**src/rtl/fir_pkg.sv**
```systemverilog
// fir_pkg: shared state encoding and arithmetic helpers for the FIR MAC engine.
// Exports state_t, ACC_W(), rnd() (round half up + arithmetic shift) and clip().
package fir_pkg;

   typedef enum logic [1:0] {
      IDLE,
      MAC,
      DRAIN,
      OUT
   } state_t;

   // Products are 2*dsize wide; log2(taps) guard bits absorb the sum.
   function automatic int ACC_W(input int dsize, input int taps);
      return 2 * dsize + $clog2(taps);
   endfunction

   // Caller sign-extends the accumulator to 64 bits.
   function automatic logic signed [63:0] rnd(
      input logic signed [63:0] acc,
      input int                 shift
   );
      return (acc + (64'sd1 <<< (shift - 1))) >>> shift;
   endfunction

   function automatic logic signed [63:0] clip(
      input logic signed [63:0] v,
      input int                 dsize
   );
      logic signed [63:0] mx;
      logic signed [63:0] mn;
      mx = (64'sd1 <<< (dsize - 1)) - 64'sd1;
      mn = -(64'sd1 <<< (dsize - 1));
      if (v > mx) return mx;
      if (v < mn) return mn;
      return v;
   endfunction

endpackage

```
**src/rtl/fir_mac_engine_if.sv**
```systemverilog
// fir_mac_engine_if: coefficient-write, sample-in and result-out bundle.
// master drives coeff_we/addr/wdata, in_valid/in_data; slave drives the rest.
interface fir_mac_engine_if #(
   parameter int DSIZE = 16,
   parameter int TAPS  = 8
);
   localparam int KW = $clog2(TAPS);

   logic             coeff_we;
   logic [KW-1:0]    coeff_addr;
   logic [DSIZE-1:0] coeff_wdata;
   logic             coeff_err;
   logic             in_valid;
   logic             in_ready;
   logic [DSIZE-1:0] in_data;
   logic             out_valid;
   logic [DSIZE-1:0] out_data;
   logic             out_sat;

   modport master (
      output coeff_we, coeff_addr, coeff_wdata, in_valid, in_data,
      input  coeff_err, in_ready, out_valid, out_data, out_sat
   );

   modport slave (
      input  coeff_we, coeff_addr, coeff_wdata, in_valid, in_data,
      output coeff_err, in_ready, out_valid, out_data, out_sat
   );
endinterface

```
**src/rtl/fir_mac_engine_mac_pipe.sv**
```systemverilog
// mac_pipe: registered signed DSIZE x DSIZE multiply feeding an accumulator.
// Ports: clk, rst_n, clr_i (zero acc, squash product), en_i (issue), a_i, b_i, acc_o.
module mac_pipe
   import fir_pkg::*;
#(
   parameter int DSIZE = 16,
   parameter int TAPS  = 8
) (
   input  logic                                   clk,
   input  logic                                   rst_n,
   input  logic                                   clr_i,
   input  logic                                   en_i,
   input  logic signed [DSIZE-1:0]                a_i,
   input  logic signed [DSIZE-1:0]                b_i,
   output logic signed [ACC_W(DSIZE, TAPS)-1:0]   acc_o
);
   localparam int AW = ACC_W(DSIZE, TAPS);

   logic signed [2*DSIZE-1:0] prod_q;
   logic                      pv_q;
   logic signed [AW-1:0]      acc_q;

   always_ff @(posedge clk or negedge rst_n) begin
      if (!rst_n) begin
         prod_q <= '0;
         pv_q   <= 1'b0;
         acc_q  <= '0;
      end else begin
         pv_q <= en_i & ~clr_i;
         if (en_i)
            prod_q <= (2*DSIZE)'(a_i) * (2*DSIZE)'(b_i);
         // product lands one cycle after issue
         if (clr_i)
            acc_q <= '0;
         else if (pv_q)
            acc_q <= acc_q + AW'(prod_q);
      end
   end

   assign acc_o = acc_q;
endmodule

```
**src/rtl/fir_mac_engine.sv**
```systemverilog
// fir_mac_engine: time-multiplexed FIR, one MAC serving all taps over TAPS cycles.
// Ports: clk, rst_n (async, active-low), bus (fir_mac_engine_if.slave).
module fir_mac_engine
   import fir_pkg::*;
#(
   parameter int DSIZE     = 16,
   parameter int TAPS      = 8,
   parameter int OUT_SHIFT = 15
) (
   input logic              clk,
   input logic              rst_n,
   fir_mac_engine_if.slave  bus
);
   localparam int            KW   = $clog2(TAPS);
   localparam int            AW   = ACC_W(DSIZE, TAPS);
   localparam logic [KW-1:0] KMAX = KW'(TAPS - 1);

   state_t           state_q;
   logic [KW-1:0]    k_q;
   logic [KW-1:0]    wptr_q;
   logic [KW-1:0]    rptr_q;
   logic [DSIZE-1:0] coeff_q [TAPS];
   logic [DSIZE-1:0] hist_q  [TAPS];
   logic [DSIZE-1:0] out_q;
   logic             out_valid_q;
   logic             out_sat_q;
   logic             coeff_err_q;

   logic              idle;
   logic              cwr;
   logic              accept;
   logic signed [AW-1:0] acc;
   logic signed [63:0]   rv;

   assign idle         = (state_q == IDLE);
   assign cwr          = idle & bus.coeff_we;
   // a coefficient write in IDLE takes precedence over a sample
   assign bus.in_ready = idle & ~bus.coeff_we;
   assign accept       = bus.in_valid & bus.in_ready;
   assign rv           = rnd(64'(acc), OUT_SHIFT);

   mac_pipe #(
      .DSIZE (DSIZE),
      .TAPS  (TAPS)
   ) u_mac (
      .clk   (clk),
      .rst_n (rst_n),
      .clr_i (accept),
      .en_i  (state_q == MAC),
      .a_i   (signed'(coeff_q[k_q])),
      .b_i   (signed'(hist_q[rptr_q])),
      .acc_o (acc)
   );

   always_ff @(posedge clk or negedge rst_n) begin
      if (!rst_n) begin
         for (int i = 0; i < TAPS; i++) begin
            coeff_q[i] <= '0;
            hist_q[i]  <= '0;
         end
      end else begin
         if (cwr)
            coeff_q[bus.coeff_addr] <= bus.coeff_wdata;
         if (accept)
            hist_q[wptr_q] <= bus.in_data;
      end
   end

   always_ff @(posedge clk or negedge rst_n) begin
      if (!rst_n) begin
         state_q     <= IDLE;
         k_q         <= '0;
         wptr_q      <= '0;
         rptr_q      <= '0;
         out_q       <= '0;
         out_valid_q <= 1'b0;
         out_sat_q   <= 1'b0;
         coeff_err_q <= 1'b0;
      end else begin
         out_valid_q <= 1'b0;
         coeff_err_q <= bus.coeff_we & ~idle;
         unique case (state_q)
            IDLE: begin
               if (accept) begin
                  k_q     <= '0;
                  rptr_q  <= wptr_q;
                  wptr_q  <= (wptr_q == KMAX) ? '0 : wptr_q + KW'(1);
                  state_q <= MAC;
               end
            end
            MAC: begin
               k_q    <= k_q + KW'(1);
               // walk back through history: x[n-k]
               rptr_q <= (rptr_q == '0) ? KMAX : rptr_q - KW'(1);
               if (k_q == KMAX)
                  state_q <= DRAIN;
            end
            DRAIN: state_q <= OUT;
            OUT: begin
               out_q       <= DSIZE'(clip(rv, DSIZE));
               out_sat_q   <= (clip(rv, DSIZE) != rv);
               out_valid_q <= 1'b1;
               state_q     <= IDLE;
            end
            default: state_q <= IDLE;
         endcase
      end
   end

   assign bus.out_valid = out_valid_q;
   assign bus.out_data  = out_q;
   assign bus.out_sat   = out_sat_q;
   assign bus.coeff_err = coeff_err_q;
endmodule
```
**src/flat_wrapper.sv**
```systemverilog
// flat-port wrapper written by rule: the top's interface ports become plain ports
module fir_mac_engine_flat import fir_pkg::*;
#(
   parameter int DSIZE     = 16,
   parameter int TAPS      = 8,
   parameter int OUT_SHIFT = 15
)
  (clk, rst_n, bus_coeff_we, bus_coeff_addr, bus_coeff_wdata, bus_in_valid, bus_in_data, bus_coeff_err, bus_in_ready, bus_out_valid, bus_out_data, bus_out_sat);
  fir_mac_engine_if #(.DSIZE(DSIZE), .TAPS(TAPS)) bus_i ();
  input logic clk;
  input logic rst_n;
  input wire logic [$bits(bus_i.coeff_we)-1:0] bus_coeff_we;
  input wire logic [$bits(bus_i.coeff_addr)-1:0] bus_coeff_addr;
  input wire logic [$bits(bus_i.coeff_wdata)-1:0] bus_coeff_wdata;
  input wire logic [$bits(bus_i.in_valid)-1:0] bus_in_valid;
  input wire logic [$bits(bus_i.in_data)-1:0] bus_in_data;
  output wire logic [$bits(bus_i.coeff_err)-1:0] bus_coeff_err;
  output wire logic [$bits(bus_i.in_ready)-1:0] bus_in_ready;
  output wire logic [$bits(bus_i.out_valid)-1:0] bus_out_valid;
  output wire logic [$bits(bus_i.out_data)-1:0] bus_out_data;
  output wire logic [$bits(bus_i.out_sat)-1:0] bus_out_sat;
  assign bus_i.coeff_we = bus_coeff_we;
  assign bus_i.coeff_addr = bus_coeff_addr;
  assign bus_i.coeff_wdata = bus_coeff_wdata;
  assign bus_i.in_valid = bus_in_valid;
  assign bus_i.in_data = bus_in_data;
  assign bus_coeff_err = bus_i.coeff_err;
  assign bus_in_ready = bus_i.in_ready;
  assign bus_out_valid = bus_i.out_valid;
  assign bus_out_data = bus_i.out_data;
  assign bus_out_sat = bus_i.out_sat;
  fir_mac_engine #(.DSIZE(DSIZE), .TAPS(TAPS), .OUT_SHIFT(OUT_SHIFT)) u_core (.clk(clk), .rst_n(rst_n), .bus(bus_i));
endmodule
```
**config.mk**
```make
export PLATFORM = sky130hd
export DESIGN_NAME = fir_mac_engine_flat
export DESIGN_NICKNAME = d
export VERILOG_FILES = /design/src/rtl/fir_pkg.sv /design/src/rtl/fir_mac_engine_if.sv /design/src/rtl/fir_mac_engine_mac_pipe.sv /design/src/rtl/fir_mac_engine.sv /design/src/flat_wrapper.sv
export SDC_FILE = /design/constraint.sdc
export NUM_CORES = 1
export LEC_CHECK = 0
export BUFFER_PORTS_ARGS = -buffer_cell sky130_fd_sc_hd__buf_4
export CORE_MARGIN = 10
export CORE_UTILIZATION = 45
export DETAILED_ROUTE_END_ITERATION = 6
export MAX_ROUTING_LAYER = met4
export PLACE_DENSITY = 0.57
export SLEW_MARGIN = 20
export SYNTH_ARGS = -nofsm -noshare
export SYNTH_HDL_FRONTEND = slang
export SYNTH_SLANG_ARGS = --single-unit
```
**constraint.sdc**
```tcl
create_clock -name clk -period 23.4 [get_ports clk]
set_input_delay 5.85 -clock clk [delete_from_list [all_inputs] [get_ports clk]]
set_output_delay 5.85 -clock clk [all_outputs]
set_load 0.05 [all_outputs]
```
Word level (Yosys, flattened, before mapping)
Index checks and enable logic that the tools add are counted.

Add/subtract/negate cells: 5. Multiply operators: 1. Magnitude comparators: 8. Equal/unequal tests: 8. Mux-type cells: 34. Bitwise logic cells: 12. Reductions and logical operators: 9.

Operator list (number): 2-to-1 mux 64 bit (5); bitwise mux 128 bit (2); binary-select mux 16 bit (select 3 bit) (2); demux 16 bit (select 3 bit) (2); 2-to-1 mux 16 bit (6); 2-to-1 mux 35 bit (2); inequality test 64 x 21 -> 1 bit (1); adder 35 x 16 -> 36 bit, second input constant (1); adder 35 x 32 -> 35 bit (1); multiplier 16 x 16 -> 32 bit (1); greater-than comparator 21 x 16 -> 1 bit, second input constant (1); less-than comparator 21 x 16 -> 1 bit, second input constant (1); >= comparator 4 bit, second input constant (4); inverter 3 -> 4 bit (4); 2-to-1 mux 3 bit (4); case mux 3 bit (2 select lines) (2); less-than comparator 4 x 1 -> 1 bit, second input constant (2); case mux 2 bit (4 select lines) (1); adder 3 x 1 -> 3 bit, second input constant (2); == test 3 bit, second input constant (2); 2-to-1 mux 1 bit (6); AND reduction 2 bit (3); bitwise AND 1 bit (5); == test 2 bit, second input constant (2); 10 further kinds (15).

Flip-flop bits (word level): 354. Output and inout bits: 20.

Longest topological paths before layout
Gate-level depths: netlist of the first run.

Depth in word-level cells: 10. Depth in mapped cells: 28.

Modules after synthesis
Synthesis of the first run repeated with hierarchy kept, for this count alone.

Cell total of the unflattened synthesis: 2492. Area total of the unflattened synthesis: 27890.5 µm².

By module, submodules not included: mac_pipe (instances 1, cells each 1542, area an instance 14242.4 µm²); fir_mac_engine (instances 1, cells each 950, area an instance 13648.1 µm²).

Worst setup path after synthesis of the first run
OpenSTA, ideal clock, no wires.

Path type: input -> output. Start point: input bus_coeff_we. End point: output bus_in_ready. Arrival: 6.543 ns. Data required time: 17.550 ns. Slack: 11.007 ns. Stages: 1. Buffers on the path: 0. Cell sequence: nor2_1.

Longest elaborated chain between the ends: 2.

RTL lines: from (decl) (RTL line flat_wrapper.sv:12) `input wire logic [$bits(bus_i.coeff_we)-1:0] bus_coeff_we;`; inverter 1 bit (RTL line fir_mac_engine.sv:38) `assign bus.in_ready = idle & ~bus.coeff_we;`; bitwise AND 1 bit (RTL line fir_mac_engine.sv:38); to (decl) (RTL line flat_wrapper.sv:18) `output wire logic [$bits(bus_i.in_ready)-1:0] bus_in_ready;`.

No other way between the ends.

Worst setup path after layout of the first run
Same ends and word-level chain as after synthesis.

==> results of run 1 <==
## flip-flops by register name, indices dropped and copies added (netlist names)
signal	cells
u_core.k_q	3
u_core.bus.coeff_err	1
u_core.bus.out_data	16
u_core.u_mac.prod_q	32
u_core.rptr_q	3
u_core.u_mac.acc_o	35
u_core.coeff_q	128
u_core.hist_q	128
u_core.bus.out_valid	1
u_core.bus.out_sat	1
u_core.wptr_q	3
u_core.u_mac.pv_q	1
u_core.state_q	2
## cell usage after synthesis (all sizes together) (7+ instances only)
| cell type | number | area [µm²] |
|---|---|---|
| a211oi | 16 | 120 |
| a21o | 23 | 173 |
| a21oi | 68 | 340 |
| a31oi | 12 | 75.1 |
| and3 | 10 | 66.3 |
| buf | 21 | 120 |
| clkbuf | 67 | 251 |
| dfrtp | 354 | 8860 |
| fa | 263 | 5270 |
| ha | 128 | 1600 |
| inv | 331 | 1240 |
| mux2 | 301 | 3390 |
| mux2i | 42 | 420 |
| mux4 | 64 | 1440 |
| nand2 | 176 | 663 |
| nand2b | 20 | 125 |
| nand3 | 31 | 168 |
| nand3b | 8 | 60.1 |
| nand4 | 10 | 62.6 |
| nor2 | 198 | 743 |
| nor2b | 10 | 62.6 |
| nor3 | 19 | 95.1 |
| nor3b | 8 | 81.3 |
| o211ai | 21 | 163 |
| o21a | 26 | 195 |
| o21ai | 61 | 305 |
| o21bai | 7 | 52.6 |
| o22ai | 7 | 50.1 |
| or3 | 9 | 56.3 |
| xnor2 | 41 | 359 |
| xor2 | 22 | 193 |
## through the flow
step / cells / setup WS (ns) / hold slack [ns]
3_3_place_gp: 3240 / 11.11 / 0.468
6_report: 3317 / 11.14 / 0.476
3_5_place_dp: 3240 / 11.13 / 0.470
2_1_floorplan: 2440 / 11.01 / 0.474
5_1_grt: 3317 / 11.10 / 0.507
4_1_cts: 3316 / 11.13 / 0.482
## cell type report
cell class,count,share of cell area
multi-input combinational,1665,0.561
clock buffer,62,0.0399
inverter,331,0.0411
clock inverter,14,0.00402
tap,782,0.0324
sequential,354,0.293
timing repair buffer,109,0.0279
## critical path, delay by kind of cell
family,cells,cell delay [ns]
buffers and inverters,2,0.39
AND/OR/NAND/NOR,1,0.16
## worst max path at each step
stage / startpoint / slack [ns] / to / cells after the start
after floorplan: bus_coeff_we / 11.01 / bus_in_ready / 1
after global placement: bus_coeff_we / 11.11 / bus_in_ready / 3
after detailed placement: bus_coeff_we / 11.13 / bus_in_ready / 3
after CTS: bus_coeff_we / 11.13 / bus_in_ready / 3
after global routing: bus_coeff_we / 11.10 / bus_in_ready / 3
final: bus_coeff_we / 11.14 / bus_in_ready / 3
## per-layer routing
metal	GRT usage	vias to the layer above	share of wire
li1	-	8340	-
met1	0.261	9482	0.45
met3	0.0320	79	0.047
met4	0.0456	0	0.019
met5	-	-	0
met2	0.326	379	0.49
## logic make-up after synthesis
kind of cell,Yosys count,synth area share
buf+inv,421,0.0597
simple gates,525,0.0881
flops,354,0.323
mux,407,0.192
xor+xnor,63,0.0201
fa+ha+maj,391,0.251
compound gates,279,0.0664
==> flow_metrics.env, run 1 <==
export IMPL_status="complete, no violations"
export IMPL_cts_resized=0
export IMPL_fp_coreArea_um2=60400
export IMPL_clk_latency_ns=0.58
export IMPL_hp_class="reg2reg"
export IMPL_area_sequential_um2=8860
export IMPL_reg2reg_to="u_core.u_mac.prod_q[28]$_DFFE_PN0P_"
export IMPL_synth_warnings=0
export IMPL_detail_route_antenna_nets=0
export IMPL_min_period_over_period=0.524
export IMPL_num_rows=90
export IMPL_max_cap_violations=0
export IMPL_path_common_cell="buf_4"
export IMPL_ys_seq_area_frac=0.323
export IMPL_grt_usage=0.201
export IMPL_drc=0
export IMPL_synth_cell_type_count=78
export IMPL_holdCritStartpoint="u_core.bus.out_data[12]$_DFFE_PN0P_"
export IMPL_synth_flop_cell="dfrtp_1"
export IMPL_postCtsSetupRepairBufs=0
export IMPL_final_area_um2=30200
export IMPL_final_common_cell="dfrtp_1"
export IMPL_finalNetCount=2933
export IMPL_die_h_um=267
export IMPL_finalSetupViolCount=0
export IMPL_wl_um=66800
export IMPL_crit_type="in2out"
export IMPL_grt_max_degree=164
export IMPL_worst_pin_slew_ns=1.06
export IMPL_drtIter0Drc=1207
export IMPL_hold_path_endpoint="u_core.bus.out_data[12]$_DFFE_PN0P_"
export IMPL_synth_nets=2870
export IMPL_cts_made_buffers=42
export IMPL_via_per_inst=5.51
export IMPL_critPathLaunchType="primary input"
export IMPL_finalSetupTns_ns=0
export IMPL_cts_hold_buffers=0
export IMPL_port_buffers=58
export IMPL_multi_input_area_um2=16900
export IMPL_slew_headroom=0.270
export IMPL_die_area_um2=71200
export IMPL_reg2reg_from="u_core.k_q[0]$_DFFE_PN0P_"
export IMPL_min_path_cells=1
export IMPL_fmax_ghz=0.0816
export IMPL_cts_clk_slew_worst_paths_ns=0.05
export IMPL_crit_slowest_cell="buf_4"
export IMPL_root_buffer="clkbuf_16"
export IMPL_gp_routability_congestion=0.924
export IMPL_die_x_um=267
export IMPL_cts_tree="built"
export IMPL_drv_slew=0
export IMPL_n_antenna_cell=0
export IMPL_rr_worst_depth=23
export IMPL_first_pass_iters=6
export IMPL_synth_edf_count=0
export IMPL_htreeDepth=2
export IMPL_drive_gt1_frac=0.224
export IMPL_syn_inst=2440
export IMPL_hpwlAfterDp_um=48000
export IMPL_start_util=0.454
export IMPL_crit_path_end_kind="output pin"
export IMPL_r2r_setup_slack_ns=15.08
export IMPL_fin_skew_ns=0.0386
export IMPL_wl_per_cell_um=20.1
export IMPL_fillers=5459
export IMPL_path_max_fanout=4
export IMPL_antenna_found_initial=0
export IMPL_async_flop_share=1.00
export IMPL_syn2layout_area_growth_pct=10.2
export IMPL_cts_sinks=354
export IMPL_clockBufferDepth=3
export IMPL_grt_overflow_total=0
export IMPL_crit_required_ns=17.55
export IMPL_hold_violations=0
export IMPL_rsz0062_at_grt="no"
export IMPL_io_pins=59
export IMPL_worstPathArrival_ns=6.41
export IMPL_layout_min_cycle_time_ns=12.26
export IMPL_synth_seq_cells=354
export IMPL_grt_first_pass_wirelength_um=110000
export IMPL_syn_area_um2=27400
export IMPL_placed_area_um2=28900
export IMPL_postLayoutCoreUtil=0.500
export IMPL_final_cell_mix="dfrtp_1 (352), inv_1 (331), mux2_2 (301), fa_1 (263), nor2_1 (198)"
export IMPL_cp_cell_sequence="buf_4 -> nor2_1 -> buf_4"
export IMPL_avgSynthCellArea_um2=11.2
export IMPL_routed_via_count=18300
export IMPL_max_stage_delay_ns=0.23
export IMPL_grt_pass1_vias=19700
Power of run 1 is not shown: default switching activity piles up to over one toggle a cycle in this logic, so the estimate is an artifact.
==> run 2, diff against run 1 <==
==> constraint.sdc (replaced) <==
create_clock -name clk -period 11.3 [get_ports clk]
set_input_delay 2.825 -clock clk [delete_from_list [all_inputs] [get_ports clk]]
set_output_delay 2.825 -clock clk [all_outputs]
set_load 0.05 [all_outputs]
==> run 2 against run 1 <==
Against the previous run:
- highest routed layer unchanged
- worst hold slack improved by 0.0076 ns
- register-to-register slack worse by 12 ns
- via count fell by 1.3%
- setup slack worse by 8.3 ns
- critical path type is now reg2reg
- first-iteration DRC count down 9.1%
- global-route usage grew 0.12 points
==> flow_metrics.env, run 2 (same netlist as run 1, synthesis figures left out) <==
export IMPL_path_common_cell="fa_1"
export IMPL_cts_resized=0
export IMPL_crit_buf_inv=5
export IMPL_cts_hold_buffers=0
export IMPL_grt_overflow_total=0
export IMPL_io_pins=59
export IMPL_grt_max_degree=174
export IMPL_status="complete, no violations"
export IMPL_drc=0
export IMPL_grt_first_pass_wirelength_um=111000
export IMPL_detail_route_antenna_nets=0
export IMPL_final_common_cell="dfrtp_1"
export IMPL_crit_slowest_cell="mux2i_1"
export IMPL_start_util=0.454
export IMPL_r2r_setup_slack_ns=2.84
export IMPL_critPathLaunchType="register"
export IMPL_slew_headroom=0.175
export IMPL_fillers=5453
export IMPL_die_h_um=267
export IMPL_first_pass_iters=5
export IMPL_hpwlAfterDp_um=49800
export IMPL_cp_depth=24
export IMPL_crit_path_end_kind="register"
export IMPL_cts_sinks=354
export IMPL_fin_skew_ns=0.0211
export IMPL_finalSetupTns_ns=0
export IMPL_max_stage_delay_ns=0.92
export IMPL_drtIter0Drc=1097
export IMPL_wl_per_cell_um=20.5
export IMPL_met1_usage=0.263
export IMPL_whs_ns=0.483
export IMPL_min_period_over_period=0.749
export IMPL_grt_usage=0.202
export IMPL_cts_clk_slew_worst_paths_ns=0.06
export IMPL_top_usage_layer="met2"
export IMPL_crit_type="reg2reg"
export IMPL_port_buffers=58
export IMPL_rr_worst_depth=24
export IMPL_via_per_inst=5.47
export IMPL_clk_latency_ns=0.58
export IMPL_setup_ws_ns=2.84
export IMPL_startpoint="u_core.k_q[0]$_DFFE_PN0P_"
export IMPL_cp_cell_sequence="buf_4 -> mux4_2 -> mux2i_1 -> nor2_1 -> fa_1 -> inv_1 -> fa_1 -> fa_1 -> inv_1 -> fa_1 -> fa_1 -> inv_1 -> fa_1 -> inv_1 -> ha_1 -> and4_1 -> nand2_1 -> a2bb2oi_1 -> o21ai_0 -> a211o_1 -> a21oi_1 -> o21bai_1 -> xnor2_1 -> mux2_2"
export IMPL_cts_made_buffers=41
export IMPL_postLayoutCoreUtil=0.500
export IMPL_drv_slew=0
export IMPL_gp_routability_congestion=0.917
export IMPL_preCtsSetupSlack_ns=2.87
export IMPL_drive_gt1_frac=0.224
export IMPL_fmax_ghz=0.118
export IMPL_worst_pin_slew_ns=1.20
export IMPL_antenna_found_initial=0
export IMPL_met3_usage=0.0214
export IMPL_syn2layout_area_growth_pct=10.1
export IMPL_die_area_um2=71200
export IMPL_finalSetupViolCount=0
export IMPL_htreeDepth=2
export IMPL_crit_required_ns=11.75
export IMPL_wl_um=67500
export IMPL_grt_pass1_vias=19500
export IMPL_use_met2=0.330
export IMPL_root_buffer="clkbuf_16"
export IMPL_final_cell_mix="dfrtp_1 (352), inv_1 (331), mux2_2 (301), fa_1 (263), nor2_1 (198)"
export IMPL_finalNetCount=2916
export IMPL_reg2reg_to="u_core.u_mac.prod_q[31]$_DFFE_PN0P_"
export IMPL_n_antenna_cell=0
export IMPL_worstPathArrival_ns=8.92
export IMPL_num_rows=90
export IMPL_reg2reg_from="u_core.k_q[0]$_DFFE_PN0P_"
export IMPL_clockBufferDepth=3
export IMPL_rsz0062_at_grt="no"
export IMPL_fp_coreArea_um2=60400
export IMPL_routed_via_count=18000
export IMPL_hold_violations=0
export IMPL_crit_path_end="u_core.u_mac.prod_q[31]$_DFFE_PN0P_"
export IMPL_critical_path_top_delay_family="adder cells"
export IMPL_layout_min_cycle_time_ns=8.46
export IMPL_path_max_fanout=24
export IMPL_postCtsSetupRepairBufs=0
export IMPL_die_x_um=267
export IMPL_hp_class="reg2reg"
export IMPL_max_cap_violations=0
export IMPL_cts_tree="built"
-- run 2: changes by cell type in the layout (fill, tap and decap cells not counted), sizes merged --
cell      delta
buf         -16
bufinv       +2
clkbuf      -12
clkinv       +3
clkinvlp     +3
inv          +2
-- run 2: per-stage QoR --
| stage | cell area, µm² | cells |
|---|---|---|
| floorplan | 27400 | 2440 |
| detailed placement | 28800 | 3225 |
| finish | 30200 | 3299 |
| global route | 30200 | 3299 |
| CTS | 30100 | 3299 |
| global placement | 28700 | 3225 |
-- run 2: area by class of cell --
| cell class | count | area (µm²) | area share |
|---|---|---|---|
| multi-input combinational | 1665 | 17000 | 0.562 |
| sequential | 354 | 8860 | 0.294 |
| inverter | 331 | 1240 | 0.0412 |
| clock buffer | 50 | 1120 | 0.0371 |
| tap | 782 | 978 | 0.0324 |
| timing repair buffer | 93 | 718 | 0.0238 |
| clock inverter | 24 | 273 | 0.00905 |
-- run 2: worst reg2reg max path, stage by stage (launching register included) --
cell       delay, ns
dfrtp_2         0.57
buf_4           0.52
mux4_2          0.59
mux2i_1         0.92
nor2_1          0.19
fa_1            0.58
inv_1           0.06
fa_1            0.51
fa_1            0.52
inv_1           0.05
fa_1            0.46
fa_1            0.54
inv_1           0.05
fa_1            0.53
inv_1           0.04
ha_1            0.36
and4_1          0.28
nand2_1         0.09
a2bb2oi_1       0.20
o21ai_0         0.25
a211o_1         0.41
a21oi_1         0.15
o21bai_1        0.10
xnor2_1         0.12
mux2_2          0.26
-- run 2: worst min path at each step --
stage                                              from                             endpoint  slack [ns]  cells after the start
global route         u_core.bus.out_data[2]$_DFFE_PN0P_   u_core.bus.out_data[2]$_DFFE_PN0P_        0.51                      1
finish              u_core.bus.out_data[10]$_DFFE_PN0P_  u_core.bus.out_data[10]$_DFFE_PN0P_        0.48                      1
global placement    u_core.bus.out_data[13]$_DFFE_PN0P_  u_core.bus.out_data[13]$_DFFE_PN0P_        0.47                      1
CTS                 u_core.bus.out_data[10]$_DFFE_PN0P_  u_core.bus.out_data[10]$_DFFE_PN0P_        0.49                      1
floorplan                 u_core.hist_q[85]$_DFFE_PN0P_        u_core.hist_q[85]$_DFFE_PN0P_        0.47                      1
detailed placement  u_core.bus.out_data[10]$_DFFE_PN0P_  u_core.bus.out_data[10]$_DFFE_PN0P_        0.47                      1
-- run 2: per-layer routing --
| layer | vias to the layer above | wire length, µm |
|---|---|---|
| met5 | - | 0 |
| met4 | 0 | 1830 |
| met3 | 99 | 2280 |
| met2 | 328 | 32300 |
| met1 | 9319 | 31100 |
| li1 | 8303 | - |
Power of run 2 is left out for the same reason.
==> run 3, diff against run 2 <==
--- a/config.mk
+++ b/config.mk
@@ -5,6 +5,7 @@
 export SDC_FILE = /design/constraint.sdc
 export NUM_CORES = 1
 export LEC_CHECK = 0
+export ABC_AREA = 1
 export BUFFER_PORTS_ARGS = -buffer_cell sky130_fd_sc_hd__buf_4
 export CORE_MARGIN = 10
 export CORE_UTILIZATION = 45
==> constraint.sdc (replaced) <==
create_clock -name clk -period 7.8 [get_ports clk]
set_input_delay 1.95 -clock clk [delete_from_list [all_inputs] [get_ports clk]]
set_output_delay 1.95 -clock clk [all_outputs]
set_load 0.05 [all_outputs]
==> run 3 against run 2 <==
Against the previous run:
- first-iteration DRC count is 59% higher
- fmax rose by 17%
- via count is 30% higher
- critical path depth up 6
==> flow_metrics.env, run 3 <==
export IMPL_synthTopCellsByArea="dfrtp_1 (31%), fa_1 (19%), nand2_1 (10%)"
export IMPL_die_x_um=271
export IMPL_final_cell_mix="nand2_1 (754), inv_1 (571), nor2_1 (478), o21ai_0 (422), dfrtp_1 (351)"
export IMPL_synth_flop_cell="dfrtp_1"
export IMPL_cts_resized=0
export IMPL_root_buffer="clkbuf_16"
export IMPL_area_sequential_um2=8860
export IMPL_synth_warnings=0
export IMPL_drv_slew=0
export IMPL_n_antenna_cell=0
export IMPL_cp_depth=30
export IMPL_worstPathArrival_ns=7.66
export IMPL_crit_required_ns=8.23
export IMPL_cts_hold_buffers=0
export IMPL_fin_skew_ns=0.0523
export IMPL_crit_path_end_kind="register"
export IMPL_clk_latency_ns=0.59
export IMPL_grt_pass1_vias=23900
export IMPL_cts_sinks=354
export IMPL_wl_per_cell_um=17.8
export IMPL_grt_usage=0.229
export IMPL_finalSetupTns_ns=0
export IMPL_startpoint="u_core.rptr_q[0]$_DFFE_PN0P_"
export IMPL_path_max_fanout=26
export IMPL_holdCritStartpoint="u_core.hist_q[100]$_DFFE_PN0P_"
export IMPL_status="complete, no violations"
export IMPL_avgSynthCellArea_um2=7.81
export IMPL_die_h_um=271
export IMPL_start_util=0.452
export IMPL_crit_slowest_cell="fa_1"
export IMPL_critPathLaunchType="register"
export IMPL_fillers=6384
export IMPL_finalSetupViolCount=0
export IMPL_hold_violations=0
export IMPL_dpl_cell_count=4484
export IMPL_hp_class="reg2reg"
export IMPL_multi_input_area_um2=16800
export IMPL_cts_made_buffers=42
export IMPL_hpwlAfterDp_um=61200
export IMPL_postCtsSetupRepairBufs=0
export IMPL_grt_max_degree=147
export IMPL_drc=0
export IMPL_synth_most_common_cell="nand2_1"
export IMPL_synth_nets=4070
export IMPL_io_pins=59
export IMPL_synth_top_area_share=0.312
export IMPL_htreeDepth=2
export IMPL_max_stage_delay_ns=0.54
export IMPL_synth_edf_count=0
export IMPL_final_common_cell="nand2_1"
export IMPL_async_flop_share=1.00
export IMPL_detail_route_antenna_nets=0
export IMPL_stdcell_count=4559
export IMPL_num_rows=92
export IMPL_slew_headroom=0.336
export IMPL_finalNetCount=4112
export IMPL_worst_pin_slew_ns=0.996
export IMPL_rr_worst_depth=30
export IMPL_crit_buf_inv=11
export IMPL_fp_coreArea_um2=62900
export IMPL_grt_first_pass_wirelength_um=133000
export IMPL_critical_path_top_delay_family="adder cells"
export IMPL_fmax_ghz=0.138
export IMPL_clockBufferDepth=3
export IMPL_wl_um=81100
export IMPL_cts_tree="built"
export IMPL_crit_type="reg2reg"
export IMPL_min_period_over_period=0.926
export IMPL_drtIter0Drc=1748
export IMPL_whs_ns=0.480
export IMPL_grt_overflow_total=0
export IMPL_max_cap_violations=0
export IMPL_via_per_inst=5.16
export IMPL_cts_clk_slew_worst_paths_ns=0.06
export IMPL_first_pass_iters=7
export IMPL_syn_area_um2=28400
export IMPL_syn_inst=3640
export IMPL_syn2layout_area_growth_pct=10.7
export IMPL_synth_seq_cells=354
export IMPL_reg2reg_from="u_core.rptr_q[0]$_DFFE_PN0P_"
export IMPL_yosys_top_cells_count="nand2_1 (758), inv_1 (571), nor2_1 (481)"
export IMPL_r2r_setup_slack_ns=0.57
export IMPL_crit_path_end="u_core.u_mac.prod_q[31]$_DFFE_PN0P_"
export IMPL_path_common_cell="inv_1"
export IMPL_min_path_cells=2
export IMPL_routed_via_count=23500
export IMPL_gp_routability_congestion=0.987
export IMPL_reg2reg_to="u_core.u_mac.prod_q[31]$_DFFE_PN0P_"
export IMPL_antenna_found_initial=0
export IMPL_synth_cell_type_count=47
export IMPL_layout_min_cycle_time_ns=7.23
export IMPL_drive_gt1_frac=0.0757
export IMPL_ys_seq_area_frac=0.312
export IMPL_die_area_um2=73600
export IMPL_rsz0062_at_grt="no"
export IMPL_synth_top_area_cell="dfrtp_1"
export IMPL_port_buffers=58
run 3: metrics by stage:
stage / area (µm²) / setup WS [ns] / util
after CTS: 31500 / 0.566 / 0.501
after global routing: 31500 / 0.0770 / 0.501
final: 31500 / 0.574 / 0.501
after floorplan: 28400 / 1.27 / -
after global placement: 30000 / 0.655 / 0.477
after detailed placement: 30000 / 0.637 / 0.477
run 3: kinds of logic after synthesis:
group                      count (synthesis)  synth area share
adders and majority gates                391             0.242
AOI/OAI and AO/OA                        732             0.142
and+or+nand+nor                         1411             0.198
buffers and inverters                    727            0.0995
xor gates and xnor gates                  25           0.00797
DFF                                      354             0.312
run 3: routing by layer:
layer  up-vias  global-route usage  part of all wire
met1     11300               0.306              0.47
li1      11500                   -                 -
met5         -                   -                 0
met4         0              0.0711             0.033
met3       128              0.0236             0.040
met2       549               0.364              0.46
run 3: worst min path at each step:
stage	endpoint	slack, ns
after detailed placement	u_core.hist_q[102]$_DFFE_PN0P_	0.47
after floorplan	u_core.coeff_q[16]$_DFFE_PN0P_	0.45
after CTS	u_core.hist_q[102]$_DFFE_PN0P_	0.48
final	u_core.hist_q[100]$_DFFE_PN0P_	0.48
after global routing	u_core.coeff_q[25]$_DFFE_PN0P_	0.50
after global placement	u_core.coeff_q[26]$_DFFE_PN0P_	0.46
run 3: worst min-delay path, stage by stage (launching register included):
cell and delay (ns):
dfrtp_1 0.34, nand2_1 0.05, o21ai_0 0.06
run 3: area by class of cell:
cell class              count  share of cell area
multi-input cells        2559               0.533
clock inverters            19             0.00993
repair buffers            132              0.0341
inverters                 593              0.0707
clock buffers              56              0.0373
well taps                 846              0.0336
flip-flops and latches    354               0.281
Power of run 3 is left out for the same reason.
